**src/rtl/bool_sweep_pkg.sv**
```systemverilog
// rtl/bool_sweep_pkg.sv - shared types and constants for the boolean sweep engine
package bool_sweep_pkg;

  typedef enum logic [1:0] {IDLE, RUN, DRAIN, DONE} state_t;

  localparam int EVAL_LAT = 2;
  localparam int SIG_W    = 16;

  // Vector layout is {a, b, or_in[OR_W-1:0], f}
  localparam int F_BIT  = 0;
  localparam int OR_LSB = 1;

  function automatic int B_BIT(input int or_w);
    return or_w + 1;
  endfunction

  function automatic int A_BIT(input int or_w);
    return or_w + 2;
  endfunction

endpackage

```
**src/rtl/bool_sweep_engine_eval.sv**
```systemverilog
// rtl/bool_sweep_engine_eval.sv - bool_eval: two-stage registered y1/y2 evaluator
module bool_eval
  import bool_sweep_pkg::*;
#(
  parameter int OR_W = 3,
  parameter int IN_W = OR_W + 3
) (
  input  logic            clk,
  input  logic            rst,
  input  logic [IN_W-1:0] vec,
  input  logic            vec_valid,
  output logic            y1,
  output logic            y2,
  output logic            y_valid
);

  logic a_q, b_q, f_q, or_q, v_q;

  always_ff @(posedge clk) begin
    if (rst) begin
      a_q     <= 1'b0;
      b_q     <= 1'b0;
      f_q     <= 1'b0;
      or_q    <= 1'b0;
      v_q     <= 1'b0;
      y1      <= 1'b0;
      y2      <= 1'b0;
      y_valid <= 1'b0;
    end else begin
      v_q     <= vec_valid;
      y_valid <= v_q;
      // Only first-cycle vectors are sampled, so dwell repeats leave the pipe idle
      if (vec_valid) begin
        a_q  <= vec[A_BIT(OR_W)];
        b_q  <= vec[B_BIT(OR_W)];
        f_q  <= vec[F_BIT];
        or_q <= |vec[OR_LSB +: OR_W];
      end
      if (v_q) begin
        y1 <= a_q ^ or_q;
        y2 <= ~b_q & or_q & f_q;
      end
    end
  end

endmodule

```
**src/rtl/bool_sweep_engine.sv**
```systemverilog
// rtl/bool_sweep_engine.sv - vector sweep sequencer with ones counters; BOOL_SWEEP_SIGNATURE_EN adds a 16-bit signature
module bool_sweep_engine
  import bool_sweep_pkg::*;
#(
  parameter int OR_W  = 3,
  parameter int DWELL = 1,
  parameter int IN_W  = OR_W + 3
) (
  input  logic            clk,
  input  logic            rst,
  input  logic            start,
  input  logic [IN_W-1:0] limit,
  output logic            busy,
  output logic            done,
  output logic [IN_W-1:0] vec_out,
  output logic            vec_valid,
  output logic            y1,
  output logic            y2,
  output logic            y_valid,
  output logic [IN_W:0]   y1_count,
  output logic [IN_W:0]   y2_count
`ifdef BOOL_SWEEP_SIGNATURE_EN
  ,
  output logic [SIG_W-1:0] signature
`endif
);

  localparam int DW_W = (DWELL > 1) ? $clog2(DWELL) : 1;
  localparam logic [DW_W-1:0] DW_LAST = DW_W'(DWELL - 1);

  state_t            state, state_n;
  logic              arm, accept, pending;
  logic [IN_W-1:0]   lim, vec_n;
  logic [DW_W-1:0]   dwell, dwell_n;
  logic              vv_n;
  logic [EVAL_LAT-2:0] vv_sr;

  // arm delays the first vector by one cycle after the accepting edge
  assign accept  = (state == IDLE) && !arm && start;
  assign busy    = (state != IDLE) || arm;
  assign done    = (state == DONE);
  assign pending = vec_valid || (|vv_sr);

  always_comb begin
    state_n = state;
    vec_n   = vec_out;
    dwell_n = dwell;
    vv_n    = 1'b0;
    case (state)
      IDLE: begin
        if (arm) begin
          state_n = RUN;
          vec_n   = '0;
          dwell_n = '0;
          vv_n    = 1'b1;
        end
      end
      RUN: begin
        if (dwell == DW_LAST) begin
          if (vec_out != lim) begin
            vec_n   = vec_out + IN_W'(1);
            dwell_n = '0;
            vv_n    = 1'b1;
          end else begin
            state_n = pending ? DRAIN : DONE;
          end
        end else begin
          dwell_n = dwell + DW_W'(1);
        end
      end
      DRAIN:   if (!pending) state_n = DONE;
      DONE:    state_n = IDLE;
      default: state_n = IDLE;
    endcase
  end

  always_ff @(posedge clk) begin
    if (rst) begin
      state     <= IDLE;
      arm       <= 1'b0;
      lim       <= '0;
      vec_out   <= '0;
      vec_valid <= 1'b0;
      dwell     <= '0;
      vv_sr     <= '0;
      y1_count  <= '0;
      y2_count  <= '0;
    end else begin
      state     <= state_n;
      arm       <= accept;
      vec_out   <= vec_n;
      vec_valid <= vv_n;
      dwell     <= dwell_n;
      vv_sr[0]  <= vec_valid;
      for (int i = 1; i < EVAL_LAT - 1; i++) vv_sr[i] <= vv_sr[i-1];
      if (accept) begin
        lim      <= limit;
        y1_count <= '0;
        y2_count <= '0;
      end else if (y_valid) begin
        y1_count <= y1_count + (IN_W+1)'(y1);
        y2_count <= y2_count + (IN_W+1)'(y2);
      end
    end
  end

`ifdef BOOL_SWEEP_SIGNATURE_EN
  always_ff @(posedge clk) begin
    if (rst || accept) signature <= '0;
    else if (y_valid)  signature <= {signature[SIG_W-2:0], signature[SIG_W-1]} ^ {{(SIG_W-2){1'b0}}, y1, y2};
  end
`endif

  bool_eval #(.OR_W(OR_W), .IN_W(IN_W)) u_eval (
    .clk       (clk),
    .rst       (rst),
    .vec       (vec_out),
    .vec_valid (vec_valid),
    .y1        (y1),
    .y2        (y2),
    .y_valid   (y_valid)
  );

endmodule

```
**config.mk**
```make
export PLATFORM = sky130hd
export DESIGN_NAME = bool_sweep_engine
export DESIGN_NICKNAME = d
export VERILOG_FILES = /design/src/rtl/bool_sweep_pkg.sv /design/src/rtl/bool_sweep_engine_eval.sv /design/src/rtl/bool_sweep_engine.sv
export SDC_FILE = /design/constraint.sdc
export NUM_CORES = 1
export LEC_CHECK = 0
export CORE_UTILIZATION = 46
export CTS_CLUSTER_DIAMETER = 40
export DETAILED_ROUTE_END_ITERATION = 12
export GPL_TIMING_DRIVEN = 0
export HOLD_SLACK_MARGIN = 0.08
export PLACE_DENSITY = 0.75
export SETUP_SLACK_MARGIN = 0.4
export SLEW_MARGIN = 5
export SYNTH_ARGS = -nofsm -noshare
export SYNTH_HDL_FRONTEND = slang
export SYNTH_SLANG_ARGS = --single-unit
```
**constraint.sdc**
```tcl
create_clock -name clk -period 1.9 [get_ports clk]
set_clock_uncertainty 0.1 [all_clocks]
set_input_delay 0.57 -clock clk [delete_from_list [all_inputs] [get_ports clk]]
set_output_delay 0.57 -clock clk [all_outputs]
set_load 0.005 [all_outputs]
```
After elaboration in Yosys (flattened, before gate mapping)
Index checks and enable logic that the tools add are counted.
Storage, ports and cells
  bits of input ports: 9
  output and inout port bits: 26
  flip-flop bits (word level): 39
  word-level logic and storage cells: 63
Operators by class
  reduce and logical (&&, ||, !) cells: 13
  eq/ne operators: 9
  $add $sub $neg: 4
  muxes and demuxes: 17
  bitwise operators: 4
Operator list (number)
  two-way mux 6 bit: 3
  adder 7 x 1 -> 7 bit: 2
  one-hot mux 6 bit (2 select lines): 1
  inequality test 2 bit (second input constant): 5
  two-way mux 2 bit: 4
  one-hot mux 2 bit (4 select lines): 1
  AND reduction 4 bit: 2
  adder 6 x 1 -> 6 bit (second input constant): 1
  two-way mux 1 bit: 6
  inequality test 6 bit: 1
  equality test 2 bit (second input constant): 2
  one-hot mux 1 bit (2 select lines): 2
  nonzero test 2 bit: 2
  OR reduction 3 bit: 1
  AND 1 bit: 2
  equality test 2 x 1 -> 1 bit (second input constant): 1
  logical AND 1 bit: 2
  logical NOT 2 bit: 1
  logical OR 1 bit: 2
  AND reduction 2 bit: 1
  OR reduction 2 bit: 1
  adder 1 bit (second input constant): 1
  logical NOT 1 bit: 1
  inverter 1 bit: 1
  bitwise XOR 1 bit: 1

Depth between registers and ports, before layout
Gate-level depths: netlist of the first run.
  depth in word-level cells: 5
  depth in mapped cells: 7
  depth with buffers taken out: 7

Cells and area by module
A second synthesis of the first run with hierarchy kept.
Unflattened totals
  cell total of the unflattened synthesis: 186
  area, all modules: 1757.9 um^2
Modules (own cells, without submodules)
  bool_sweep_engine: sequential area each 620.6 um^2, area each 1475.2 um^2, instances 1, cells an instance 160
  bool_eval: sequential area each 160.2 um^2, area each 282.8 um^2, instances 1, cells an instance 26

Worst setup path after synthesis of the first run
OpenSTA, ideal clock, no wires.
  path type: flip-flop to flip-flop
  start point: register state[1]
  end point: register state[0]
  arrival time: 1.648 ns
  library setup time: 0.086 ns
  buffers on the path: 0
  slack: 0.066 ns
  data required time: 1.714 ns
  stages on the path, launching flop included: 8
  clock period less this slack: 1.834 ns
  cell sequence: dfxtp_1 -> inv_1 -> ha_1 -> nor2b_1 -> inv_2 -> nand2_1 -> or4_1 -> a221oi_2
Between the ends
  cells in the longest elaborated chain, start to end: 3
  elaborated cells between the ends (all ways): 10
  those cells by class: eq/ne: 7; mux: 1; reduce/logical: 2
Ends and longest elaborated chain
  start: declaration: RTL line bool_sweep_engine.sv:31  | state_t state, state_n;
  start signal: assignment: RTL line bool_sweep_engine.sv:89  | state <= state_n;
  equality test 2 x 1 -> 1 bit, or another cell as far along: RTL line bool_sweep_engine.sv:49  | case (state)
  inequality test 2 bit (no line)
  AND reduction 4 bit (no line)
Several ways; a longest one is shown, not always the timed one.
A chain may end at the register's enable or synchronous reset.

Worst setup path after layout of the first run
  start point: register state[0]
  end point: register state[0]
The elaborated chain is that of the path after synthesis.

==> qor.yml, run 1 <==
synth_warnings: 0
grt_max_degree: 12
end_kind: "flip-flop"
synth_nets: 221
path_class: "reg -> reg"
netlist_area_um2: 1850
p_leak_nw: 1.25
core_um2: 3770
final_cells: 343
setup_viol: 0
fmax_mhz: 532
hold_viol: 0
status: "completed"
arrival_ns: 1.99
ys_ff_latch: 38
grt_use_total: 0.261
synthDominantCellAreaShare: 0.410
m1WireLength_um: 2550
vias: 2003
placementRows: 22
die_h_um: 65.5
grt_pass1_wl_um: 8340
grt_pass1_vias: 1805
drive_gt1_frac: 0.553
drt-initial-drc-count: 162
cts_made_buffers: 5
synth_edf_count: 0
wl_met3_um: 431
cts_tree: "done"
final_nets: 313
antenna_found_initial: 0
synth_area_leaders: "dfxtp_1 (41%), ha_1 (6.7%), nor2_1 (5.7%)"
cts_root_buffer: "clkbuf_8"
crit_buf_inv: 2
slew_violations: 0
slowest_stage: "or4_4"
powerDensity_nw_per_um2: 1010
finalCritPeriodShare: 0.990
hold_path_class: "reg -> reg"
async_flop_share: 0
postCtsHoldBufs: 0
ir_drop_uv: 868
ys_seq_area_frac: 0.410
ys_top_cells_by_count: "dfxtp_1 (38), nor2_1 (28), nand2_1 (18)"
clock_sinks: 38
clk_pin_slew_ns: 0.08
viasPerCell: 5.84
hpwlAfterDp_um: 2930
avgSynthCellArea_um2: 9.18
critPathMaxStageDelay_ns: 0.49
start_util: 0.492
crit_chain: "inv_4 > buf_4 > ha_1 > o21ai_2 > nand2_4 > or4_4 > a221oi_2"
drcViolationCount: 0
ys.flop_type: "dfxtp_1"
maxCapViolations: 0
ys_types: 42
cts.path.max_buffers: 2
drtPass1Iterations: 4
slew_headroom: 0.626
finalCriticalPeriod_ns: 1.88
cts-htree-levels: 2
synth_largest_area_cell: "dfxtp_1"
n_antenna_cell: 0
area_delta_synth_final_pct: 68.2
dieArea_um2: 4290
die_w_um: 65.5
cp.required_ns: 2.01
worst_pin_slew_ns: 0.551
place.gp.congestion: 0.857
hold-worst-slack_ns: 0.387
final.fill_count: 194
synthCells: 202
startpoint_type: "flip-flop"
post_drt_wl_per_cell_um: 19.0
placedCellCount: 284
wl_um: 6520
ant_nets: 0
clk_latency_ns: 0.30
dr.max_layer_used: "met4"
ios: 35
synth_most_common_cell: "dfxtp_1"
cp_max_fo: 4
grt_overflow_total: 0
cpLargestDelayFamily: "simple AND/OR/NAND/NOR gates"
io_buffers: 34
route.met2.wl_um: 3310
grt_setup_unrepaired: "true"
## placed cells by master (no fill, tap or decap), drive strengths merged, types with 6 or more instances in the layout
cell           synthesis  final
buf                    6     65
dfxtp                 38     38
clkbuf                 4     28
nor2                  28     28
nand2                 18     18
xnor2                 11     11
mux2i                 10     10
ha                    10     10
nand3                  9      9
nand4                  7      7
o21ai                  7      7
a22o                   6      6
clkdlybuf4s50          0      6
xor2                   6      6
## flip-flops by register name (all words and copies together) (netlist names), 2 cells and up
signal,count
y1_count,7
y2_count,7
lim,6
vec_out,6
state,2
## stage by stage
stage	total power, mW	setup TNS, ns	setup WS (ns)	util	cell area (um^2)
final	3.15	0	0.0195	0.827	3120
after global placement	1.75	-7.33	-0.330	0.607	2290
after detailed placement	1.75	-7.22	-0.311	0.607	2290
after global routing	3.27	0	0.00300	0.827	3120
after floorplan	1.53	0	0.166	-	1890
after CTS	2.71	0	0.0856	0.750	2830
## routing by layer
| metal | track usage | up-vias |
|---|---|---|
| met5 | 0 | - |
| met4 | 0.128 | 0 |
| met1 | 0.314 | 965 |
| met2 | 0.436 | 108 |
| li1 | - | 905 |
| met3 | 0.0573 | 25 |
## tightest hold or removal path, delay by kind of cell (launching register included)
| kind | cells | cell delay (ns) |
|---|---|---|
| DFF | 1 | 0.32 |
| and+or+nand+nor | 1 | 0.08 |
| AOI/OAI and AO/OA | 1 | 0.06 |
## final cells by class
cell class              instances  area, um^2  share of cell area
plain buffers                  10        85.1              0.0273
clock buffers                   7        76.3              0.0245
clock inverters                 1        30.0             0.00963
inverters                       4        20.0             0.00642
multi-input cells             150        1350               0.433
flip-flops and latches         38         808               0.259
well taps                      48        60.1              0.0193
repair buffers                 85         688               0.221
## worst paths after layout
kind / startpoint / end / slack [ns] / cells after the start
worst max register to register: state[0] / state[0] / 0.02 / 7
worst min-delay path: u_eval.f_q / u_eval.y2 / 0.39 / 2
worst max-delay path: state[0] / state[0] / 0.02 / 7
worst min register to register: u_eval.f_q / u_eval.y2 / 0.39 / 2
## where the power goes
group	internal, mW	leakage (nW)	switching [mW]
clock network	0.393	0.0524	0.292
logic	0.747	0.871	0.747
registers	0.872	0.323	0.0944
total	2.01	1.25	1.13
## repair_timing
item	in CTS	in global routing
endpoints found under the setup margin	62	50
gates cloned	0	1
pin swaps	6	24
buffers inserted	39	11
resized for setup	127	74
## cells by family after synthesis
family	share of synthesized area
adder cells (fa/ha/maj)	0.0675
AO/OA/AOI/OAI	0.112
flip-flops	0.410
buffers and inverters	0.0358
XOR/XNOR	0.0945
multiplexers	0.0540
AND/OR/NAND/NOR	0.226
Power figures use the tool's default switching activity.
==> run 2: changes to the inputs <==
--- a/config.mk
+++ b/config.mk
@@ -5,12 +5,12 @@
 export SDC_FILE = /design/constraint.sdc
 export NUM_CORES = 1
 export LEC_CHECK = 0
-export CORE_UTILIZATION = 46
+export CORE_UTILIZATION = 55
 export CTS_CLUSTER_DIAMETER = 40
 export DETAILED_ROUTE_END_ITERATION = 12
 export GPL_TIMING_DRIVEN = 0
 export HOLD_SLACK_MARGIN = 0.08
-export PLACE_DENSITY = 0.75
+export PLACE_DENSITY = 0.84
 export SETUP_SLACK_MARGIN = 0.4
 export SLEW_MARGIN = 5
 export SYNTH_ARGS = -nofsm -noshare
==> constraint.sdc (replaced) <==
create_clock -name clk -period 2.35 [get_ports clk]
set_clock_uncertainty 0.1 [all_clocks]
set_input_delay 0.705 -clock clk [delete_from_list [all_inputs] [get_ports clk]]
set_output_delay 0.705 -clock clk [all_outputs]
set_load 0.005 [all_outputs]
==> qor.yml, run 2 (synthesized netlist as in run 1, its figures left out) <==
wl_um: 4920  # -25%
drt-initial-drc-count: 97  # -40%
holdPathEnd: "u_eval.y2"
final.fill_count: 184  # -5.2%
r2r_setup_slack_ns: 0.46  # +0.44 ns
placementRows: 20  # -9.1%
total_power_mw: 1.93  # -39%
start_util: 0.593  # +0.101
worst_pin_slew_ns: 0.508  # -0.0424 ns
setup_viol: 0  # unchanged
r2r-end: "y2_count[0]"
holdPathStages: 2  # unchanged
ant_nets: 0  # unchanged
cts-htree-levels: 2  # unchanged
final_cells: 320  # -6.7%
hold_path_class: "reg -> reg"
cp_max_fo: 2  # -2
grt_setup_unrepaired: "true"
grt_pass1_wl_um: 7850  # -5.9%
finalCriticalPeriod_ns: 2.01
dieArea_um2: 3610  # -16%
fmax_mhz: 497
hold_viol: 0  # unchanged
n_antenna_cell: 0  # unchanged
ios: 35  # unchanged
ir_drop_uv: 471  # -46%
viasPerCell: 5.75  # -1.5%
grt_pass1_vias: 1802  # -0.17%
final_nets: 295  # -5.8%
antenna_found_initial: 0  # unchanged
regArea_um2: 808  # unchanged
reg_top3: "y1_count: 7 flops, y2_count: 7 flops"
maxCapViolations: 0  # unchanged
hpwlAfterDp_um: 2860  # -2.3%
cts_root_buffer: "clkbuf_4"
regToRegStartpoint: "state[1]"
cts_made_buffers: 5  # unchanged
post-route-cell-area_um2: 2630  # -16%
mostFrequentLayoutCells: "buf_4 (33), nor2_1 (28), dlygate4sd2_1 (24)"
cts_tree: "done"
placedInstanceArea_um2: 2250  # -1.7%
clock_sinks: 38  # unchanged
p_leak_nw: 1.15  # -7.6%
area_delta_synth_final_pct: 41.6
drcViolationCount: 0  # unchanged
place.gp.congestion: 0.863  # +0.70%
fin_tns_setup_ns: 0  # unchanged
clk_latency_ns: 0.34  # +0.04 ns
slew_headroom: 0.654  # +0.0288
die_h_um: 60.1  # -8.3%
grt_max_degree: 12  # unchanged
die_w_um: 60.1  # -8.3%
layout_commonest_cell: "buf_4"
path_class: "reg -> out"
utilization: 0.839  # +0.0121
core_um2: 3130  # -17%
cts.path.max_buffers: 2  # unchanged
postCtsHoldBufs: 0  # unchanged
hp-start: "u_eval.f_q"
placedCellCount: 280  # -1.4%
powerDensity_nw_per_um2: 734  # -27%
clk_pin_slew_ns: 0.11  # +0.03 ns
multi_input_area_um2: 1090  # -20%
slew_violations: 0  # unchanged
post_drt_wl_per_cell_um: 15.4  # -19%
r2r_cells: 9  # +2
vias: 1840  # -8.1%
grt_use_total: 0.293  # +0.0323
drtPass1Iterations: 4  # unchanged
cp.required_ns: 1.54  # -0.47 ns
status: "completed"
drive_gt1_frac: 0.341  # -0.212
grt_overflow_total: 0  # unchanged
startpoint_type: "flip-flop"
arrival_ns: 1.21  # -0.78 ns
finalCritPeriodShare: 0.856
end_kind: "primary output"
io_buffers: 34  # unchanged
-- run 2: cell count changes in the layout (fill, tap and decap cells not counted), sizes merged --
cell / before / now
buf: 65 / 40
clkbuf: 28 / 10
dlymetal6s2s: 1 / 0
clkdlybuf4s50: 6 / 8
dlygate4sd2: 1 / 24
clkdlybuf4s15: 1 / 0
clkinv: 0 / 2
bufinv: 1 / 0
-- run 2: repair_timing --
action,in CTS,in global routing
gates resized for setup,74,14
pin swaps,1,3
setup endpoints to repair,46,23
setup buffers,29,4
-- run 2: worst max-delay path, cell delays in order, from the launching register on --
cell and delay (ns):
dfxtp_4 0.38, inv_4 0.06, ha_4 0.12, nor2b_4 0.15, inv_2 0.05, buf_2 0.12
-- run 2: power breakdown --
part           internal (mW)  switching [mW]
clock network          0.108           0.214
registers              0.705          0.0586
logic                  0.387           0.455
-- run 2: cell type report --
class / count / share of cell area
well taps: 44 / 0.0210
repair buffers: 67 / 0.210
clock buffers: 5 / 0.0143
flip-flops and latches: 38 / 0.308
inverters: 4 / 0.00763
plain buffers: 10 / 0.0214
clock inverters: 2 / 0.00381
multi-input cells: 150 / 0.414
-- run 2: routing by layer --
metal	global-route usage	up-vias	wire, um
met5	0	-	0
met4	0.0997	0	112
met3	0.0584	15	231
met2	0.529	72	2500
met1	0.343	884	2070
li1	-	869	-
-- run 2: through the flow --
stage / hold slack (ns) / setup WS, ns
4_1_cts: 0.397 / 0.326
5_1_grt: 0.423 / 0.287
6_report: 0.396 / 0.337
2_1_floorplan: 0.351 / 0.516
3_5_place_dp: 0.385 / -0.0206
3_3_place_gp: 0.378 / -0.0130
-- run 2: worst max-delay path by stage --
stage / startpoint / endpoint / slack [ns]
after floorplan: state[1] / state[0] / 0.52
after global placement: state[0] / busy / -0.01
after detailed placement: state[0] / busy / -0.02
after CTS: state[1] / busy / 0.33
after global routing: state[1] / busy / 0.29
final: state[1] / busy / 0.34
